File: config.mk
export PLATFORM = sky130hd
export DESIGN_NAME = bsg_comm_link_credit_tx
export DESIGN_NICKNAME = d
export VERILOG_FILES = /design/src/rtl/bsg_comm_link_credit_tx_pkg.sv /design/src/rtl/bsg_comm_link_credit_tx_counter.sv /design/src/rtl/bsg_comm_link_credit_tx.sv
export SDC_FILE = /design/constraint.sdc
export NUM_CORES = 1
export LEC_CHECK = 0
export ABC_AREA = 1
export BUFFER_PORTS_ARGS = -buffer_cell sky130_fd_sc_hd__clkbuf_2
export CELL_PAD_IN_SITES_DETAIL_PLACEMENT = 0
export CELL_PAD_IN_SITES_GLOBAL_PLACEMENT = 2
export CORE_MARGIN = 1.5
export CORE_UTILIZATION = 36
export DETAILED_ROUTE_END_ITERATION = 7
export PLACE_DENSITY = 0.76
export SLEW_MARGIN = 10
export SYNTH_ARGS = -nofsm -noshare
export SYNTH_HDL_FRONTEND = slang
export SYNTH_SLANG_ARGS = --single-unit
File: constraint.sdc
create_clock -name core_clk_i -period 3.2 [get_ports core_clk_i]
set_input_delay 0 -clock core_clk_i [delete_from_list [all_inputs] [get_ports core_clk_i]]
set_output_delay 0 -clock core_clk_i [all_outputs]
set_load 0.01 [all_outputs]
File: src/rtl/bsg_comm_link_credit_tx_pkg.sv
// Shared types for the credit-based comm-link transmit stage.
// Holds the shifter state encoding used by the top level.
package bsg_comm_link_credit_tx_pkg;

   typedef enum logic {
      ST_IDLE = 1'b0,
      ST_SEND = 1'b1
   } tx_state_e;

endpackage : bsg_comm_link_credit_tx_pkg

File: src/rtl/bsg_comm_link_credit_tx_counter.sv
// Saturating credit counter: one credit spent per launch, token_decimation_p
// returned per token pulse, sticky overflow flag, async reset to full credits.
module bsg_comm_link_credit_counter #(
   parameter int unsigned credits_p          = 16,
   parameter int unsigned token_decimation_p = 4
) (
   input  logic                             clk_i,
   input  logic                             reset_i,
   input  logic                             dec_i,
   input  logic                             inc_i,
   output logic [$clog2(credits_p+1)-1:0]   credits_o,
   output logic                             error_o
);

   localparam int unsigned cred_w_lp = $clog2(credits_p+1);
   localparam logic [cred_w_lp:0] tdp_lp = token_decimation_p[cred_w_lp:0];
   localparam logic [cred_w_lp:0] cap_lp = credits_p[cred_w_lp:0];

   logic [cred_w_lp-1:0] credits_q, credits_d;
   logic                 error_q, error_d;
   logic [cred_w_lp:0]   sum;

   // One extra bit of headroom so a token at full credits is seen as overflow.
   always_comb begin
      sum       = {1'b0, credits_q} + (inc_i ? tdp_lp : '0)
                - {{cred_w_lp{1'b0}}, dec_i};
      credits_d = sum[cred_w_lp-1:0];
      error_d   = error_q;
      if (sum > cap_lp) begin
         credits_d = cap_lp[cred_w_lp-1:0];
         error_d   = 1'b1;
      end
   end

   always_ff @(posedge clk_i or posedge reset_i) begin
      if (reset_i) begin
         credits_q <= cap_lp[cred_w_lp-1:0];
         error_q   <= 1'b0;
      end else begin
         credits_q <= credits_d;
         error_q   <= error_d;
      end
   end

   assign credits_o = credits_q;
   assign error_o   = error_q;

endmodule : bsg_comm_link_credit_counter

File: src/rtl/bsg_comm_link_credit_tx.sv
// Core-side transmit stage: holds one word, serializes it LSB beat first onto
// the channel, and gates each word launch on available credits.
module bsg_comm_link_credit_tx
   import bsg_comm_link_credit_tx_pkg::*;
#(
   parameter int unsigned channel_width_p    = 8,
   parameter int unsigned word_width_p       = 32,
   parameter int unsigned credits_p          = 16,
   parameter int unsigned token_decimation_p = 4
) (
   input  logic                             core_clk_i,
   input  logic                             async_reset_i,
   input  logic [word_width_p-1:0]          data_i,
   input  logic                             v_i,
   output logic                             ready_o,
   input  logic                             token_i,
   output logic                             valid_o,
   output logic [channel_width_p-1:0]       data_o,
   output logic [$clog2(credits_p+1)-1:0]   credits_o,
   output logic                             error_o
);

   localparam int unsigned beats_lp  = word_width_p / channel_width_p;
   localparam int unsigned beat_w_lp = (beats_lp > 1) ? $clog2(beats_lp) : 1;
   localparam int unsigned last_lp   = beats_lp - 1;

   if (word_width_p % channel_width_p != 0) begin : g_bad_word_width
      $error("word_width_p must be a multiple of channel_width_p");
   end
   if (beats_lp < 2) begin : g_bad_beats
      $error("at least two beats per word are required");
   end
   if (token_decimation_p > credits_p) begin : g_bad_decimation
      $error("token_decimation_p must not exceed credits_p");
   end

   tx_state_e                 state_q, state_d;
   logic [word_width_p-1:0]   hold_q, hold_d;
   logic                      hold_v_q, hold_v_d;
   logic [word_width_p-1:0]   shift_q, shift_d;
   logic [beat_w_lp-1:0]      beat_q, beat_d;
   logic                      last_beat;
   logic                      launch;
   logic                      accept;

   assign last_beat = (state_q == ST_SEND) && (beat_q == last_lp[beat_w_lp-1:0]);
   assign launch    = hold_v_q && (credits_o != '0)
                    && ((state_q == ST_IDLE) || last_beat);
   assign accept    = v_i && ready_o;

   // State register
   always_ff @(posedge core_clk_i or posedge async_reset_i) begin
      if (async_reset_i) state_q <= ST_IDLE;
      else               state_q <= state_d;
   end

   // Next-state logic
   always_comb begin
      state_d = state_q;
      unique case (state_q)
         ST_IDLE: if (launch) state_d = ST_SEND;
         ST_SEND: if (last_beat && !launch) state_d = ST_IDLE;
         default: state_d = ST_IDLE;
      endcase
   end

   // Output logic
   always_comb begin
      valid_o = (state_q == ST_SEND);
      data_o  = shift_q[channel_width_p-1:0];
      ready_o = ~hold_v_q;
   end

   // A launch and a new accept never coincide: launch needs a full holding
   // register, accept needs an empty one.
   always_comb begin
      hold_d   = hold_q;
      hold_v_d = hold_v_q;
      shift_d  = shift_q;
      beat_d   = beat_q;
      if (launch) begin
         shift_d  = hold_q;
         beat_d   = '0;
         hold_v_d = 1'b0;
      end else if (state_q == ST_SEND) begin
         shift_d = shift_q >> channel_width_p;
         beat_d  = last_beat ? '0 : beat_q + 1'b1;
      end
      if (accept) begin
         hold_d   = data_i;
         hold_v_d = 1'b1;
      end
   end

   always_ff @(posedge core_clk_i or posedge async_reset_i) begin
      if (async_reset_i) begin
         hold_q   <= '0;
         hold_v_q <= 1'b0;
         shift_q  <= '0;
         beat_q   <= '0;
      end else begin
         hold_q   <= hold_d;
         hold_v_q <= hold_v_d;
         shift_q  <= shift_d;
         beat_q   <= beat_d;
      end
   end

   bsg_comm_link_credit_counter #(
      .credits_p          (credits_p),
      .token_decimation_p (token_decimation_p)
   ) u_credit_counter (
      .clk_i     (core_clk_i),
      .reset_i   (async_reset_i),
      .dec_i     (launch),
      .inc_i     (token_i),
      .credits_o (credits_o),
      .error_o   (error_o)
   );

endmodule : bsg_comm_link_credit_tx

; After elaboration in Yosys (flattened, before gate mapping)
; Cells that the tools add are included.
; Widths: inputs -> output; s select.
[totals]
ff_bits = 74
out_inout_bits = 16
word_cells = 36
[classes]
add_sub_neg = 3
order_cmp = 1
n_eq_ne = 1
muxes = 12
bitwise_logic = 2
reduce_logical = 10
[op_table]
columns = cell, count
row1 = $mux 32, 2
row2 = $add 5x6->6, 1
row3 = $gt 6x5->1 const B, 1
row4 = $mux 2, 3
row5 = $sub 6x1->6, 1
row6 = $logic_and 1x1->1, 5
row7 = $mux 5, 1
row8 = $reduce_bool 5->1, 1
row9 = $mux 1, 4
row10 = $reduce_bool 2->1, 2
row11 = $mux 3, 1
row12 = $add 2x1->2 const B, 1
row13 = $eq 2x2->1 const B, 1
row14 = $not 1->1, 2
row15 = $pmux 1 s2, 1
row16 = $logic_not 1->1, 1
row17 = $logic_or 1x1->1, 1

; Depth between registers and ports, before layout
; Gate-level depths: netlist of run 1.
[depth]
word_depth = 8
ltp_mapped = 18
ltp_nobuf = 16

; Cells and area by module
; A second synthesis of run 1 with hierarchy kept.
[hier_totals]
hier_cells = 377
hier_area_um2 = 3597.2
[modules_own_cells]
columns = module, n_inst, cells_each, area_each_um2
row1 = bsg_comm_link_credit_tx, 1, 320, 3123.0
row2 = bsg_comm_link_credit_counter, 1, 57, 474.2

; Least setup slack after synthesis of run 1
; Ideal clock, no wire load.
[synth_timing]
path_type = reg-to-reg
startpoint = reg u_credit_counter.credits_q[4] (netlist: u_credit_counter.credits_o[4])
endpoint = reg u_credit_counter.error_q (netlist: u_credit_counter.error_o)
setup_ps = 124
t_arrival_ps = 2403
required_time_ps = 3076
setup_slack_ps = 673
path_stages_with_launch = 15
cell_sequence = dfstp_2 > nor2_1 > nand4_2 > nand3_4 > inv_4 > buf_6 > ha_1 > inv_1 > ha_1 > fa_1 > or2_2 > nand2_1 > nand2_1 > nor2_1 > o21bai_1
[synth_via]
elab_chain_len = 5
word_cells_on_any_way = 6
cone_classes = add/sub (2) / order compare (1) / reduce/logical (3)
[synth_lines]
columns = element, line_no
row1 = "start, declared", bsg_comm_link_credit_tx_counter.sv:19  ; logic [cred_w_lp-1:0] credits_q, credits_d;
row2 = "start signal, assigned", bsg_comm_link_credit_tx_counter.sv:37  ; credits_q <= cap_lp[cred_w_lp-1:0];
row3 = "start signal, assigned", bsg_comm_link_credit_tx_counter.sv:40  ; credits_q <= credits_d;
row4 = "parallel branches: the longest is 3 deep, another holds $add 5x6->6", n/a
row5 = $sub 6x1->6 (*), bsg_comm_link_credit_tx_counter.sv:26  ; - {{cred_w_lp{1'b0}}, dec_i};
row6 = $gt 6x5->1 (*), bsg_comm_link_credit_tx_counter.sv:29  ; if (sum > cap_lp) begin
row7 = "end signal, assigned", bsg_comm_link_credit_tx_counter.sv:41  ; error_q <= error_d;
row8 = "end, declared", bsg_comm_link_credit_tx_counter.sv:20  ; logic error_q, error_d;
; Mark *: on every way between the ends.
; A chain may end at the register's enable or synchronous reset.

; Worst setup path in the final report of run 1
[layout_timing]
startpoint = reg u_credit_counter.credits_q[4] (netlist: u_credit_counter.credits_o[4])
endpoint = reg u_credit_counter.credits_q[2] (netlist: u_credit_counter.credits_o[2])
[layout_via]
elab_chain_len = 6
word_cells_on_any_way = 7
cone_classes = add/sub (2) / order compare (1) / mux (1) / reduce/logical (3)
[layout_lines]
columns = element, line_no
row1 = "parallel branches: the longest is 3 deep, another holds $add 5x6->6", n/a
row2 = $sub 6x1->6 (*), bsg_comm_link_credit_tx_counter.sv:26
row3 = $gt 6x5->1, bsg_comm_link_credit_tx_counter.sv:29
row4 = $mux 5 (*), bsg_comm_link_credit_tx_counter.sv:29
row5 = named net u_credit_counter.credits_d[2], bsg_comm_link_credit_tx_counter.sv:19
; Mark *: on every way through the listed nets, which the timed path passes.

==> results.toml, run 1 <==
[critical_path]
path_class = "register to register"
critical_path_required_ps = 3470
r2r_cells = 14
cpMostUsedCell = "nor2_1"
worstPathCellList = "nor2_1 -> nand4_2 -> nand3_4 -> inv_4 -> ha_1 -> inv_1 -> ha_1 -> fa_1 -> or2_2 -> nand2_1 -> nand2_1 -> nor2_1 -> nor2_1 -> nor2_1"
path_buf_inv = 2
cp-end-kind = "register"
rr_startpoint = "u_credit_counter.credits_o[4]"
slowest_stage = "dfstp_2"
arrival_ps = 2930
slowest_delay_ps = 560
startpoint_type = "register"
worst_r2r_endpoint = "u_credit_counter.credits_o[2]"
crit_path_max_fanout = 26
regToRegSetupSlack_ps = 530
cp_top_family = "simple AND/OR/NAND/NOR gates"

[floorplanning]
pin_count = 52
core_mm2 = 0.00915
dieArea_mm2 = 0.00994
start_util_pct = 36.8
num_rows = 35
die_w_um = 99.7
fp.dieH_um = 99.7

[timing]
rsz0062_at_grt = "false"
setup_viol = 0
worst_slew_pin_slew_ps = 863
layout_min_cycle_time_ps = 2670
tns_ps = 0
fmax_mhz = 375
finalHoldViolCount = 0
fin_crit_sh_pct = 83.4
slew_viol_final = 0
slew_headroom_pct = 42.2
skew_ps = 5.57

[routing]
firstDrtPassIters = 4
drc = 0
dr.first_iter.drc_count = 70
route.detailed.wl_per_inst_um = 12.9
routed-via-count = 2407
routed_wl_mm = 6.74
avgViaCountPerCell = 4.60
postRouteAntennaNets = 0

[cts]
cts_inserted_buffers = 9
clock-root-buffer = "clkbuf_8"
cts.htree.levels = 3
clk_path_buf_depth = 2
cts_resized = 0
clock-sinks = 74
path_clk_slew_ps = 80
clock_latency_ps = 330
tritoncts = "built"

[run]
drv_cap = 0

[global_routing]
antenna_found_initial = 0
grtUsageTotal_pct = 14.7
grt_overflow = 0
grt_max_degree = 40
grt_pass1_wl_mm = 11.5
grt_pass1_vias = 2414

[yosys]
synth_flop_cell = "dfrtp_1"
seq_area_frac_synth_pct = 55.0
avgSynthCellArea_um2 = 10.2
synthesis.area_mm2 = 0.00337
yosys.area.top_type = "dfrtp_1"
synth_edf_count = 0
yosys.area.top_type_share_pct = 54.3
synthTopCellsByCount = "73 x dfrtp_1, 66 x nand2_1, 54 x nand3_1"
ys_async_sr_fraction_pct = 100
syn_nets = 374
ys_ff_latch = 74
ys_types = 27
synth.most_common_cell = "dfrtp_1"
syn_inst = 330
synth_area_leaders = "dfrtp_1 54%, mux2_2 8.4%, nand3_1 8.0%"
synth_warnings = 0

[pwr]
p_leak_nw = 2.08
peakVddDrop_mv = 0.380
p_per_area_mw_per_mm2 = 856

[layout]
final_cells = 523
drive_above_1_share_pct = 28.6
diodes = 0
fin_nets = 451
syn2layout_area_growth_pct = 22.9

[placed_design]
port_buffers = 51
gp_congestion = 0.778
dpl.hpwl_mm = 4.38
dp.cells = 473

[hold_path]
min_path_type = "primary input to asynchronous set/reset pin"

[status]
outcome = "complete, no violations"
==> metal layers <==
layer	share of wire (%)	GRT usage, %	wire length, µm
met1	51	20.7	3420
met5	0	0	0
met4	1.3	5.85	87
met2	45	22.8	3040
met3	2.7	2.39	184
==> power breakdown <==
| part | total (W) | leakage [nW] | internal, W | switching, W |
|---|---|---|---|---|
| Sequential | 0.00152 | 0.912 | 0.00132 | 0.000201 |
| Combinational | 0.00129 | 1.06 | 0.000556 | 0.000730 |
| Clock | 0.000735 | 0.105 | 0.000399 | 0.000336 |
| Total | 0.00354 | 2.08 | 0.00227 | 0.00127 |
==> cell families (layout without fill, tap and decap cells) <==
kind of cell,count (synthesis),after routing,share of synthesized area (%)
adder cells (fa/ha/maj),8,8,3.20
flip-flops,74,74,55.0
AND/OR/NAND/NOR,148,148,20.3
buffers and inverters,57,139,9.92
multiplexers,25,25,8.36
AO/OA/AOI/OAI,18,18,3.20
==> final cells by class <==
cell class                 instances  area [µm²]
fill                             892        5020
timing repair buffer              89         626
clock inverter                     5        52.6
tap                              111         139
multi-input combinational        199        1180
inverter                          34         135
clock buffer                      11         151
sequential                        74        1850
==> sequential cells by signal (all words and copies together) (netlist names) <==
| name | count |
|---|---|
| valid_o | 1 |
| beat_q | 2 |
| u_credit_counter.credits_o | 5 |
| u_credit_counter.error_o | 1 |
| shift_q | 32 |
| hold_v_q | 1 |
| hold_q | 32 |
==> through the flow <==
step	utilization, %	setup slack, ps	power, W	cell area [µm²]	hold WS, ps
finish	45.2	531	0.00354	4140	189
global route	45.2	311	0.00384	4140	258
CTS	45.2	481	0.00361	4140	196
detailed placement	39.2	496	0.00282	3590	16.0
global placement	39.2	544	0.00279	3590	8.48
floorplan	-	673	0.00259	3370	125
==> cell usage in the layout, fill, tap and decap left out <==
| cell | count |
|---|---|
| o21ai_0 | 4 |
| clkbuf_2 | 51 |
| nor2_4 | 1 |
| ha_1 | 7 |
| nand3_1 | 54 |
| inv_1 | 29 |
| o21ai_2 | 4 |
| dfstp_2 | 1 |
| nand3_4 | 1 |
| inv_4 | 3 |
| nand4_1 | 1 |
| inv_2 | 2 |
| nor2_1 | 14 |
| dlygate4sd3_1 | 34 |
| nor3_1 | 1 |
| clkinv_2 | 3 |
| nand3_2 | 1 |
| nand4_2 | 1 |
| buf_4 | 4 |
| nand2_1 | 66 |
| clkbuf_8 | 11 |
| dfrtp_1 | 73 |
| o21bai_1 | 1 |
| a21oi_1 | 9 |
| nand2_2 | 7 |
| clkinvlp_4 | 1 |
| bufinv_16 | 1 |
| or2_2 | 1 |
| fa_1 | 1 |
| mux2_2 | 25 |
==> worst min-delay path, delay by kind of cell <==
family   cells  cell delay (ps)
buf+inv      3              960
==> timing repair <==
action / 4_1_cts / 5_1_grt
buffers inserted: 0 / 0
hold buffers: 34 / 0
hold endpoints to repair: 52 / 0
==> how the worst max path moves through the flow <==
stage	startpoint	to	slack, ps	cells after the start
4_1_cts	u_credit_counter.credits_o[4]	u_credit_counter.credits_o[2]	480	14
3_5_place_dp	u_credit_counter.credits_o[4]	u_credit_counter.credits_o[2]	500	14
6_report	u_credit_counter.credits_o[4]	u_credit_counter.credits_o[2]	530	14
2_1_floorplan	u_credit_counter.credits_o[4]	u_credit_counter.error_o	670	14
3_3_place_gp	u_credit_counter.credits_o[4]	u_credit_counter.credits_o[2]	540	14
5_1_grt	u_credit_counter.credits_o[4]	u_credit_counter.credits_o[2]	310	14
(Power assumes the default switching activity.)
==> run 2: changes to the inputs <==
--- a/config.mk
+++ b/config.mk
@@ -5,14 +5,14 @@
 export SDC_FILE = /design/constraint.sdc
 export NUM_CORES = 1
 export LEC_CHECK = 0
-export ABC_AREA = 1
+export ABC_AREA = 0
 export BUFFER_PORTS_ARGS = -buffer_cell sky130_fd_sc_hd__clkbuf_2
 export CELL_PAD_IN_SITES_DETAIL_PLACEMENT = 0
 export CELL_PAD_IN_SITES_GLOBAL_PLACEMENT = 2
 export CORE_MARGIN = 1.5
-export CORE_UTILIZATION = 36
+export CORE_UTILIZATION = 34
 export DETAILED_ROUTE_END_ITERATION = 7
-export PLACE_DENSITY = 0.76
+export PLACE_DENSITY = 0.73
 export SLEW_MARGIN = 10
 export SYNTH_ARGS = -nofsm -noshare
 export SYNTH_HDL_FRONTEND = slang
==> constraint.sdc (replaced) <==
create_clock -name core_clk_i -period 2.27 [get_ports core_clk_i]
set_input_delay 0 -clock core_clk_i [delete_from_list [all_inputs] [get_ports core_clk_i]]
set_output_delay 0 -clock core_clk_i [all_outputs]
set_load 0.01 [all_outputs]
==> results.toml, run 2 <==
[critical_path]
r2r_cells = 9
critical_path_required_ps = 2500
crit_path_max_fanout = 2
cp-end-kind = "register"
rr_startpoint = "u_credit_counter.credits_o[3]"
arrival_ps = 2780
startpoint_type = "register"
path_class = "register to register"
regToRegSetupSlack_ps = -280
worst_r2r_endpoint = "u_credit_counter.error_o"

[cts]
clk_path_buf_depth = 2
clock-sinks = 74
cts.htree.levels = 3
clock-root-buffer = "clkbuf_8"
tritoncts = "built"
clock_latency_ps = 360
cts_inserted_buffers = 9
path_clk_slew_ps = 80

[routing]
route.detailed.wl_per_inst_um = 15.8
dr.first_iter.drc_count = 166
routed-via-count = 2953
firstDrtPassIters = 7
routed_wl_mm = 9.15
drc = 0
postRouteAntennaNets = 0
avgViaCountPerCell = 5.09

[timing]
fin_crit_sh_pct = 112
fmax_mhz = 393
tns_ps = -959
slew_viol_final = 0
worst_slack_ps = -277
worst_slew_pin_slew_ps = 623
hold_ws_ps = 293
layout_min_cycle_time_ps = 2550
rsz0062_at_grt = "true"
setup_viol = 6
finalHoldViolCount = 0
slew_headroom_pct = 58.0
skew_ps = 12.6

[yosys]
synth.most_common_cell = "dfrtp_1"
syn_nets = 388
avgSynthCellArea_um2 = 10.9
synthesis.area_mm2 = 0.00375
seq_area_frac_synth_pct = 49.4
syn_inst = 344
ys_async_sr_fraction_pct = 100
synthTopCellsByCount = "73 x dfrtp_1, 49 x inv_1, 19 x mux2_2"
synth_edf_count = 0
yosys.area.top_type = "dfrtp_1"
ys_types = 44
synth_warnings = 0
synth_area_leaders = "dfrtp_1 49%, mux2_2 5.7%, inv_1 4.9%"
ys_ff_latch = 74
yosys.area.top_type_share_pct = 48.7
synth_flop_cell = "dfrtp_1"

[placed_design]
dpl.hpwl_mm = 5.89
dp_worst_setup_slack_ps = -328
gp_congestion = 0.759
dp.cells = 524
port_buffers = 51

[layout]
fin_util_pct = 45.2
final_cells = 580
syn2layout_area_growth_pct = 30.0
layout_common_cells = "72 x dfrtp_1, 51 x clkbuf_2, 47 x inv_1, 34 x dlygate4sd3_1, 26 x buf_4"
drive_above_1_share_pct = 31.6
final_common_cell = "dfrtp_1"
fin_nets = 479
diodes = 0

[global_routing]
antenna_found_initial = 0
grt_max_degree = 46
grt_overflow = 0
grtUsageTotal_pct = 17.0
grt_pass1_wl_mm = 15.4
grt_pass1_vias = 3051

[floorplanning]
fp.dieH_um = 108
num_rows = 38
start_util_pct = 34.7
core_mm2 = 0.0108
pin_count = 52
die_w_um = 108
dieArea_mm2 = 0.0117

[status]
violations = "setup timing"
outcome = "complete, but fails checks"

[hold_path]
min_path_type = "primary input to asynchronous set/reset pin"

[pwr]
peakVddDrop_mv = 0.512
p_leak_nw = 2.25
p_per_area_mw_per_mm2 = 1400

[run]
drv_cap = 0
## run 2: changes by cell type after synthesis, moves of 12 or more
cell      before  now
a222oi_1       0   13
clkbuf_1       1   18
inv_1         30   49
mux2i_1        0   12
nand2_1       66   16
nand3_1       54    1
o21ai_0        4   18
## run 2: repair_timing
| item | in CTS | in global routing |
|---|---|---|
| endpoints found under the setup margin | 6 | 6 |
| pin swaps | 5 | 2 |
| resized for setup | 15 | 2 |
| buffers inserted | 3 | 3 |
| cloned | 0 | 0 |
| hold endpoints to repair | 106 | 0 |
| hold buffers | 34 | 0 |
## run 2: where the power goes
| group | switching, W | total (W) | internal (W) | leakage [nW] |
|---|---|---|---|---|
| Clock | 0.000525 | 0.00104 | 0.000515 | 0.0998 |
| Sequential | 0.000348 | 0.00230 | 0.00195 | 0.915 |
| Combinational | 0.00181 | 0.00348 | 0.00167 | 1.23 |
## run 2: kinds of logic (layout without fill, tap and decap cells)
| logic type | count (synthesis) | after routing | synth area share (%) |
|---|---|---|---|
| AO/OA/AOI/OAI | 92 | 92 | 19.8 |
| multiplexers | 31 | 31 | 8.92 |
| XOR/XNOR | 1 | 1 | 0.234 |
| AND/OR/NAND/NOR | 55 | 55 | 9.01 |
| buffers and inverters | 83 | 179 | 9.72 |
| adder cells (fa/ha/maj) | 8 | 8 | 2.87 |
| flip-flops | 74 | 74 | 49.4 |
## run 2: metal layers
layer,vias to the layer above,routed length (µm),track usage [%]
li1,1433,-,-
met1,1440,4540,23.3
met3,6,385,4.46
met4,0,78,5.73
met5,-,0,0
met2,74,4150,26.3
## run 2: how the worst max path moves through the flow
| stage | from | to | slack [ps] |
|---|---|---|---|
| 2_1_floorplan | u_credit_counter.credits_o[3] | u_credit_counter.error_o | -530 |
| 3_3_place_gp | u_credit_counter.credits_o[3] | u_credit_counter.error_o | -310 |
| 3_5_place_dp | u_credit_counter.credits_o[3] | u_credit_counter.error_o | -330 |
| 4_1_cts | u_credit_counter.credits_o[3] | u_credit_counter.error_o | -260 |
| 5_1_grt | u_credit_counter.credits_o[3] | u_credit_counter.error_o | -350 |
| 6_report | u_credit_counter.credits_o[3] | u_credit_counter.error_o | -280 |
## run 2: final cells by class
type                            instances  area [µm²]
Multi-Input combinational cell        187        1630
Fill cell                            1058        5920
Inverter                               49         184
Clock buffer                            9         124
Sequential cell                        74        1850
Timing Repair Buffer                  114         833
Tap cell                              140         175
Clock inverter                          7        77.6
## run 2: critical path, stage by stage (launching register included)
cell and delay [ps]:
dfrtp_2 410, or3_4 390, o211a_4 250, ha_4 150
inv_2 60, ha_4 120, fa_2 450, nor3b_2 160
a2bb2oi_1 80, a2111o_1 360
## run 2: per-stage QoR
step / total power, W / instance area (µm²)
after floorplan: 0.00460 / 3790
after global placement: 0.00543 / 4230
after detailed placement: 0.00549 / 4230
final: 0.00681 / 4870
after CTS: 0.00680 / 4850
after global routing: 0.00735 / 4870
==> run 3: changes to the inputs <==
--- a/config.mk
+++ b/config.mk
@@ -10,10 +10,12 @@
 export CELL_PAD_IN_SITES_DETAIL_PLACEMENT = 0
 export CELL_PAD_IN_SITES_GLOBAL_PLACEMENT = 2
 export CORE_MARGIN = 1.5
-export CORE_UTILIZATION = 34
+export CORE_UTILIZATION = 35
 export DETAILED_ROUTE_END_ITERATION = 7
 export PLACE_DENSITY = 0.73
+export RECOVER_POWER = 50
 export SLEW_MARGIN = 10
 export SYNTH_ARGS = -nofsm -noshare
 export SYNTH_HDL_FRONTEND = slang
+export SYNTH_HIERARCHICAL = 1
 export SYNTH_SLANG_ARGS = --single-unit
==> results.toml, run 3 <==
[global_routing]
grtUsageTotal_pct = 17.8
grt_pass1_wl_mm = 17.8
grt_pass1_vias = 3489
grt_max_degree = 69
grt_overflow = 0
antenna_found_initial = 0

[timing]
slew_viol_final = 69
fin_crit_sh_pct = 110
skew_ps = 8.81
slew_headroom_pct = -16.3
finalHoldViolCount = 0
rsz0062_at_grt = "true"
hold_ws_ps = 119
setup_viol = 6
fmax_mhz = 401
worst_slack_ps = -222
worst_slew_pin_slew_ps = 1740
layout_min_cycle_time_ps = 2490
tns_ps = -1190

[placed_design]
dp.cells = 556
dp_worst_setup_slack_ps = -276
gp_congestion = 0.702
port_buffers = 51
dpl.hpwl_mm = 6.83

[routing]
firstDrtPassIters = 4
drc = 0
routed-via-count = 3405
route.detailed.wl_per_inst_um = 17.6
avgViaCountPerCell = 5.58
postRouteAntennaNets = 0
routed_wl_mm = 10.7
dr.first_iter.drc_count = 219

[run]
drv_cap = 1

[yosys]
synth_flop_cell = "dfrtp_1"
yosys.area.top_type_share_pct = 43.0
synth_warnings = 6
synthXorXnorAreaFrac_pct = 0.206
synthTopCellsByCount = "73 x dfrtp_1, 31 x mux2_2, 20 x inv_1, 20 x nand2_1, 19 x mux2i_1"
seq_area_frac_synth_pct = 43.6
ys_types = 54
synth_edf_count = 0
synthesis.area_mm2 = 0.00425
ys_async_sr_fraction_pct = 100
synth.most_common_cell = "dfrtp_1"
synth_area_leaders = "dfrtp_1 43%, mux2_2 8.2%, a2111o_1 4.8%"
avgSynthCellArea_um2 = 11.4
syn_nets = 417
ys_ff_latch = 74
synth-compound-area-share_pct = 19.7
synthSimpleGateAreaFrac_pct = 14.1
muxShareOfSynthArea_pct = 12.9
synth_top_family_by_area = "compound AO/OA/AOI/OAI gates"
yosys.area.top_type = "dfrtp_1"
synth_fa_ha_area_share_pct = 2.53
syn_inst = 373

[layout]
fill_cells = 1160
layout_common_cells = "73 x dfrtp_1, 46 x clkbuf_2, 34 x dlygate4sd3_1, 31 x mux2_2, 27 x buf_4"
final_cells = 610
fin_nets = 502
final_common_cell = "dfrtp_1"
syn2layout_area_growth_pct = 27.6
regArea_mm2 = 0.00185
multiInputGateArea_mm2 = 0.00217
drive_above_1_share_pct = 33.5
diodes = 0

[pwr]
peakVddDrop_mv = 1.23
seqPwrFrac_pct = 29.4
swShare_pct = 40.2
p_clk_share_pct = 17.7
switching_power_w = 0.00331
p_per_area_mw_per_mm2 = 1520
p_leak_nw = 2.33
power_frac_comb_pct = 53.0
intPower_w = 0.00492

[floorplanning]
pin_count = 52
num_rows = 40
die_w_um = 113
start_util_pct = 35.7
core_mm2 = 0.0119
fp.dieH_um = 113
dieArea_mm2 = 0.0128

[critical_path]
slowest_delay_ps = 550
startpoint_type = "register"
slowest_stage = "dfstp_2"
cp-end-kind = "register"
crit_path_max_fanout = 4
critical_path_required_ps = 2490
path_class = "register to register"
arrival_ps = 2710
worstPathCellList = "nor2_4 -> a211oi_4 -> ha_2 -> inv_2 -> ha_4 -> fa_2 -> a211oi_4 -> nor2_4 -> a2111o_1"
r2r_cells = 9
regToRegSetupSlack_ps = -220

[cts]
clock-root-buffer = "clkbuf_16"
cts_inserted_buffers = 9
tritoncts = "built"
clk_path_buf_depth = 2
clock_latency_ps = 340
cts.htree.levels = 3
path_clk_slew_ps = 60
clock-sinks = 74

[status]
violations = "capacitance limit, slew limit, setup timing"
outcome = "complete, but fails checks"

[hold_path]
min_path_type = "primary input to asynchronous set/reset pin"
-- run 3: cell count changes in the layout (fill, tap and decap cells not counted), moves of 10 or more --
cell,delta
inv_1,-29
a22oi_1,-11
or4b_1,+10
o21ai_0,-12
nor3_1,+16
a22o_1,+10
o311ai_0,-11
nand3b_1,+17
mux2_2,+12
a2111o_1,+17
and3b_1,-11
a222oi_1,-13
nor4b_1,-11
-- run 3: stage by stage --
step | total power, W | util, % | instance area (µm²)
2_1_floorplan | 0.00544 | - | 4290
3_3_place_gp | 0.00655 | 39.8 | 4740
3_5_place_dp | 0.00662 | 39.8 | 4740
4_1_cts | 0.00823 | 45.5 | 5410
5_1_grt | 0.00879 | 45.5 | 5420
6_report | 0.00823 | 45.5 | 5420
-- run 3: worst paths after layout --
check / endpoint / start
setup / recovery: u_credit_counter/error_o / u_credit_counter/credits_o[4]
hold / removal: u_credit_counter/credits_o[3] / async_reset_i
setup reg to reg: u_credit_counter/error_o / u_credit_counter/credits_o[4]
hold reg to reg: u_credit_counter/error_o / u_credit_counter/error_o
max in group asynchronous: hold_q[7] / async_reset_i
min in group core_clk_i: hold_q[23] / data_i[23]
-- run 3: layer usage --
layer  global-route usage (%)  part of all wire, %
met2                     28.8                   47
met1                     23.6                   47
met5                        0                    0
met3                     4.39                  4.2
met4                     5.42                  1.6
-- run 3: worst max-delay path, delay by kind of cell, from the launching register on --
family | cells | cell delay (ps)
fa+ha+maj | 3 | 770
buf+inv | 1 | 40
flops | 1 | 550
compound gates | 3 | 870
simple gates | 2 | 140
-- run 3: logic make-up (layout without fill, tap and decap cells) --
family                   count (synthesis)  after routing
adder cells (fa/ha/maj)                  8              8
AND/OR/NAND/NOR                         92             92
buffers and inverters                   61            151
flip-flops                              74             74
multiplexers                            51             51
AO/OA/AOI/OAI                           86             86
XOR/XNOR                                 1              1
-- run 3: final cells by class --
class                   instances  area share, %
multi-input cells             238           40.0
clock inverters                 4          0.923
flip-flops and latches         74           34.2
well taps                     147           3.39
repair buffers                115           15.4
clock buffers                  12           4.73
inverters                      20           1.38
-- run 3: timing repair --
| item | CTS | global route |
|---|---|---|
| endpoints found under the setup margin | 12 | 7 |
| gates resized for setup | 3 | 3 |
| gates cloned | 0 | 0 |
| pin swaps | 2 | 1 |
| hold buffers | 34 | 0 |
| setup buffers | 1 | 3 |
| hold endpoints to repair | 107 | 0 |
-- run 3: power by group through the flow --
| stage | logic (W) | registers, W | clock network (W) |
|---|---|---|---|
| floorplan | 0.00316 | 0.00229 | 0 |
| global placement | 0.00413 | 0.00242 | 0 |
| detailed placement | 0.00419 | 0.00244 | 0 |
| CTS | 0.00432 | 0.00242 | 0.00150 |
| global route | 0.00474 | 0.00249 | 0.00156 |
| finish | 0.00436 | 0.00242 | 0.00145 |
